[src/rtl/rr_mux_sched_pkg.sv]
// rtl/rr_mux_sched_pkg.sv - shared constants, state type and select decode for rr_mux_sched
package rr_mux_sched_pkg;

  localparam int NREQ = 5;
  localparam int SELW = 3;

  typedef enum logic {
    IDLE = 1'b0,
    HOLD = 1'b1
  } state_t;

  function automatic logic [NREQ-1:0] sel2onehot(input logic [SELW-1:0] s);
    sel2onehot = '0;
    if (s < SELW'(NREQ)) sel2onehot[s] = 1'b1;
  endfunction

endpackage

[src/rtl/mux_5_1.sv]
// rtl/mux_5_1.sv - five-input data multiplexer, select 0..4 picks a..e
import rr_mux_sched_pkg::*;

module mux_5_1 #(
  parameter int DW = 4
) (
  input  logic [DW-1:0]   a,
  input  logic [DW-1:0]   b,
  input  logic [DW-1:0]   c,
  input  logic [DW-1:0]   d,
  input  logic [DW-1:0]   e,
  input  logic [SELW-1:0] sel,
  output logic [DW-1:0]   y
);

  always_comb begin
    y = a;
    case (sel)
      3'd1:    y = b;
      3'd2:    y = c;
      3'd3:    y = d;
      3'd4:    y = e;
      default: y = a;
    endcase
  end

endmodule

[src/rtl/rr_mux_sched.sv]
// rtl/rr_mux_sched.sv - round-robin scheduler muxing five requesters onto one ready/valid output
// Optional RR_MUX_SCHED_LOCK_EN adds a per-requester lock input that keeps the grant on the winner.
import rr_mux_sched_pkg::*;

module rr_mux_sched #(
  parameter int DW = 4
) (
  input  logic            clk,
  input  logic            reset,
  input  logic [4:0]      req,
`ifdef RR_MUX_SCHED_LOCK_EN
  input  logic [4:0]      lock,
`endif
  input  logic [DW-1:0]   A,
  input  logic [DW-1:0]   B,
  input  logic [DW-1:0]   C,
  input  logic [DW-1:0]   D,
  input  logic [DW-1:0]   E,
  output logic [DW-1:0]   out_data,
  output logic            out_valid,
  input  logic            out_ready,
  output logic [SELW-1:0] sel,
  output logic [4:0]      gnt,
  output logic [4:0]      ack
);

  state_t          state;
  logic [SELW-1:0] ptr;
  logic [SELW-1:0] nxt_ptr;
  logic [SELW-1:0] win;
  logic [SELW-1:0] base;
  logic [4:0]      cand;
  logic [3:0]      idx;
  logic            found;
  logic            relock;
  logic [DW-1:0]   mux_y;

`ifdef RR_MUX_SCHED_LOCK_EN
  assign relock = (state == HOLD) && lock[sel] && req[sel];
`else
  assign relock = 1'b0;
`endif

  assign nxt_ptr = (sel == 3'd4) ? 3'd0 : sel + 3'd1;
  assign ack     = (out_valid && out_ready) ? gnt : 5'b0;

  // In HOLD the search looks ahead to the transfer edge: it starts past the
  // current winner and excludes its bit, so a grant can follow without a bubble.
  always_comb begin
    base  = (state == HOLD) ? nxt_ptr : ptr;
    cand  = (state == HOLD) ? (req & ~gnt) : req;
    win   = '0;
    found = 1'b0;
    idx   = '0;
    for (int i = 0; i < NREQ; i++) begin
      idx = {1'b0, base} + 4'(i);
      if (idx >= 4'd5) idx = idx - 4'd5;
      if (!found && cand[idx[2:0]]) begin
        found = 1'b1;
        win   = idx[2:0];
      end
    end
    if (relock) begin
      found = 1'b1;
      win   = sel;
    end
  end

  mux_5_1 #(.DW(DW)) u_mux (
    .a   (A),
    .b   (B),
    .c   (C),
    .d   (D),
    .e   (E),
    .sel (win),
    .y   (mux_y)
  );

  always_ff @(posedge clk or posedge reset) begin
    if (reset) begin
      state     <= IDLE;
      ptr       <= '0;
      sel       <= '0;
      gnt       <= '0;
      out_valid <= 1'b0;
      out_data  <= '0;
    end else begin
      case (state)
        IDLE: begin
          if (found) begin
            state     <= HOLD;
            sel       <= win;
            gnt       <= sel2onehot(win);
            out_data  <= mux_y;
            out_valid <= 1'b1;
          end
        end
        HOLD: begin
          if (out_ready) begin
            if (!relock) ptr <= nxt_ptr;
            if (found) begin
              sel      <= win;
              gnt      <= sel2onehot(win);
              out_data <= mux_y;
            end else begin
              state     <= IDLE;
              gnt       <= '0;
              out_valid <= 1'b0;
            end
          end
        end
        default: state <= IDLE;
      endcase
    end
  end

endmodule

[config.mk]
export PLATFORM = sky130hd
export DESIGN_NAME = rr_mux_sched
export DESIGN_NICKNAME = d
export VERILOG_FILES = /design/src/rtl/rr_mux_sched_pkg.sv /design/src/rtl/mux_5_1.sv /design/src/rtl/rr_mux_sched.sv
export SDC_FILE = /design/constraint.sdc
export NUM_CORES = 1
export LEC_CHECK = 0
export ABC_CLOCK_PERIOD_IN_PS = 4430
export CORE_MARGIN = 4
export CORE_UTILIZATION = 49
export CTS_BUF_LIST = sky130_fd_sc_hd__clkbuf_4 sky130_fd_sc_hd__clkbuf_8
export DETAILED_ROUTE_END_ITERATION = 12
export PLACE_DENSITY = 0.86
export SKIP_LAST_GASP = 1
export SYNTH_ARGS = -nofsm -noshare
export SYNTH_HDL_FRONTEND = slang
export SYNTH_SLANG_ARGS = --single-unit
[constraint.sdc]
create_clock -name clk -period 4.43 [get_ports clk]
set_input_delay 1.329 -clock clk [delete_from_list [all_inputs] [get_ports clk]]
set_output_delay 1.329 -clock clk [all_outputs]
set_load 0.1 [all_outputs]
==> impl_metrics.py <==
metrics = {
    "detailed_routing": {
        "dr.first_iter.drc_count": 263,
        "drt-pass1-iter-count": 5,
        "drt-total-wl_um": 7660,
        "viasPerCell": 6.37,
        "post_drt_wl_per_cell_um": 18.7,
        "drc": 0,
        "vias": 2612,
        "ant_nets": 0,
    },
    "setup_path": {
        "r2r_start": "sel[0]",
        "cp_cell_sequence": "inv_2, ha_4, or3b_4, a31o_4, inv_4, ha_4, a21oi_2, and4_4, nor4_4, buf_6, nor2_2, o32ai_4, nand2b_4, or3_4, a211oi_4, buf_12, nand3b_1, buf_4, o21ai_2",
        "cp-start-kind": "flip-flop",
        "path_depth": 19,
        "critPathMaxStageDelay_ps": 460,
        "r2r_cells": 19,
        "path_class": "flip-flop to flip-flop",
        "critical_path_buf_inv_count": 5,
        "critPathMaxFanout": 8,
        "critPathCaptureType": "flip-flop",
        "path_common_cell": "ha_4",
        "critPathArrivalTime_ps": 4520,
        "crit_path_start": "sel[0]",
        "cp.required_ps": 4620,
        "cpMaxStageDelayCell": "dfrtp_4",
        "cp_top_family": "simple AND/OR/NAND/NOR gates",
    },
    "flow_run": {
        "maxCapViolCount": 0,
    },
    "timing": {
        "slew_headroom_pct": 33.9,
        "tightest_slew_ps": 988,
        "max_freq_mhz": 231,
        "fin_worst_skew_ps": 3.47,
        "fin_crit_sh_pct": 97.7,
        "report.final.hold_viol_count": 0,
        "setup_viol": 0,
        "hold_slack_ps": 512,
        "fin_crit_ps": 4330,
        "slew_violations": 0,
    },
    "finish": {
        "regArea_sq_um": 434,
        "multi_input_area_sq_um": 2040,
        "drive_gt1_share_pct": 33.0,
        "syn2layout_area_growth_pct": 50.9,
        "final_util_pct": 78.6,
        "fillers": 307,
        "diodes": 0,
        "mostFrequentLayoutCell": "clkdlybuf4s50_1",
        "fin_nets": 398,
        "layout_common_cells": "40 x clkdlybuf4s50_1, 32 x buf_4, 28 x nand2_1, 22 x mux2i_1, 16 x nor2_1",
    },
    "min_path": {
        "hold_class": "flip-flop to flip-flop",
        "holdPathStages": 2,
        "hold_start": "out_data[1]",
    },
    "die": {
        "start_util_pct": 52.1,
        "io_pins": 46,
        "rows": 24,
        "dieArea_sq_um": 5960,
        "fp.coreArea_sq_um": 4500,
        "die_h_um": 77.2,
        "die_w_um": 77.2,
    },
    "run_status": {
        "status": "finished clean",
    },
    "clocking": {
        "cts_max_level": 1,
        "clockBufferDepth": 2,
        "clkTransAtPathRegs_ps": 70,
        "clk_latency_ps": 260,
        "cts_hold_buf": 0,
        "cts.sinks": 17,
        "numCtsBuffers": 3,
        "cts_root_buf": "clkbuf_8",
        "cts_tree": "yes",
    },
    "placed_design": {
        "numPortBuffers": 45,
        "dp.final_hpwl_um": 5780,
        "gp_congestion": 0.930,
    },
    "logic_synthesis": {
        "ys_seq_elements": 17,
        "synth_edf_count": 0,
        "syn_avg_cell_area_sq_um": 8.35,
        "syn-instance-count": 281,
        "synth_cell_types": 74,
        "syn_nets": 320,
        "synth_flop_cell": "dfrtp_1",
        "netlist_area_sq_um": 2350,
        "synthArstFlopShare_pct": 100,
        "yosys_warnings": 0,
        "yosysSeqAreaShare_pct": 18.1,
    },
    "global_route": {
        "grt_pass1_wl_um": 12600,
        "antenna_found_initial": 0,
        "grt_use_total_pct": 25.9,
        "grt_remaining_overflow": 0,
        "grt_pass1_vias": 2611,
        "grt_max_degree": 19,
    },
}
-- kinds of logic (layout without fill, tap and decap cells) --
| kind of cell | Yosys count | after routing | share of synthesized area [%] |
|---|---|---|---|
| adder cells (fa/ha/maj) | 11 | 11 | 6.18 |
| buffers and inverters | 26 | 103 | 4.85 |
| XOR/XNOR | 3 | 3 | 1.44 |
| flip-flops | 17 | 17 | 18.1 |
| AO/OA/AOI/OAI | 93 | 93 | 30.7 |
| multiplexers | 34 | 34 | 15.6 |
| AND/OR/NAND/NOR | 97 | 97 | 23.1 |
-- worst register-to-register path: stages, from the launching register on --
cell and delay (ps):
dfrtp_4 460, inv_2 60, ha_4 170, or3b_4 410
a31o_4 290, inv_4 90, ha_4 170, a21oi_2 40
and4_4 180, nor4_4 270, buf_6 160, nor2_2 50
o32ai_4 360, nand2b_4 110, or3_4 390, a211oi_4 350
buf_12 160, nand3b_1 220, buf_4 230, o21ai_2 100
-- registers in the layout, indices dropped and copies added (netlist names) --
register,count
gnt,5
out_valid,1
sel,3
ptr,3
out_data,4
state,1
-- per-layer routing --
metal  wire length [um]  global-route usage (%)  vias to the layer above
li1                   -                       -                     1222
met1               3090                    31.8                     1241
met2               3870                    45.3                      136
met3                580                    5.04                       13
met4                118                    8.19                        0
met5                  0                       0                        -
-- cells in the mapped netlist (all sizes together) (3+ instances only) --
master | count | share of area [%]
nand4b | 3 | 1.1
or2 | 3 | 0.80
a211o | 4 | 1.5
nand2b | 10 | 3.0
buf | 7 | 1.7
and3 | 7 | 1.9
a21bo | 3 | 1.3
a21boi | 6 | 1.9
nand2 | 28 | 4.5
o2bb2ai | 3 | 1.1
nand3 | 4 | 0.85
nor2b | 3 | 0.80
nor3b | 3 | 0.96
o22ai | 8 | 2.1
inv | 12 | 2.0
o21bai | 3 | 0.96
clkbuf | 7 | 1.1
a21oi | 14 | 3.6
nor2 | 17 | 2.8
dfrtp | 17 | 18
a211oi | 7 | 3.2
ha | 10 | 5.3
nor4 | 3 | 1.4
o21ai | 16 | 3.4
nor3 | 5 | 1.1
mux2i | 23 | 9.8
mux2 | 10 | 4.8
o21a | 3 | 0.96
a31oi | 3 | 0.80
o32ai | 3 | 2.2
-- final cells by class --
type	instances	area share, %
Timing Repair Buffer	87	25.5
Inverter	12	1.59
Clock buffer	3	1.17
Tap cell	52	1.84
Sequential cell	17	12.3
Multi-Input combinational cell	238	57.5
Clock inverter	1	0.141
-- metrics by stage --
stage	TNS, ps	std cells	worst slack [ps]	area [sq um]
2_1_floorplan	0	281	10.8	2550
3_3_place_gp	0	391	50.6	3240
3_5_place_dp	-40.4	391	-35.4	3240
4_1_cts	0	395	11.3	3280
5_1_grt	-363	410	-85.8	3540
6_report	0	410	104	3540
-- worst paths after layout --
| path | slack (ps) | end |
|---|---|---|
| max | 100 | gnt[0] |
| min | 510 | out_data[1] |
| min reg2reg | 510 | out_data[1] |
| max in group asynchronous | 2510 | sel[1] |
| max reg2reg | 100 | gnt[0] |
| min in group asynchronous | 1450 | sel[0] |
-- repair_timing --
action	CTS	global route
setup endpoints to repair	1	7
hold endpoints to repair	0	0
pin swaps	0	12
buffers inserted	0	14
cloned	0	1
gates resized for setup	1	23
Power is left out: the tool's default activity adds up to more than one toggle a clock period on the data nets, which glitch-free logic cannot reach.
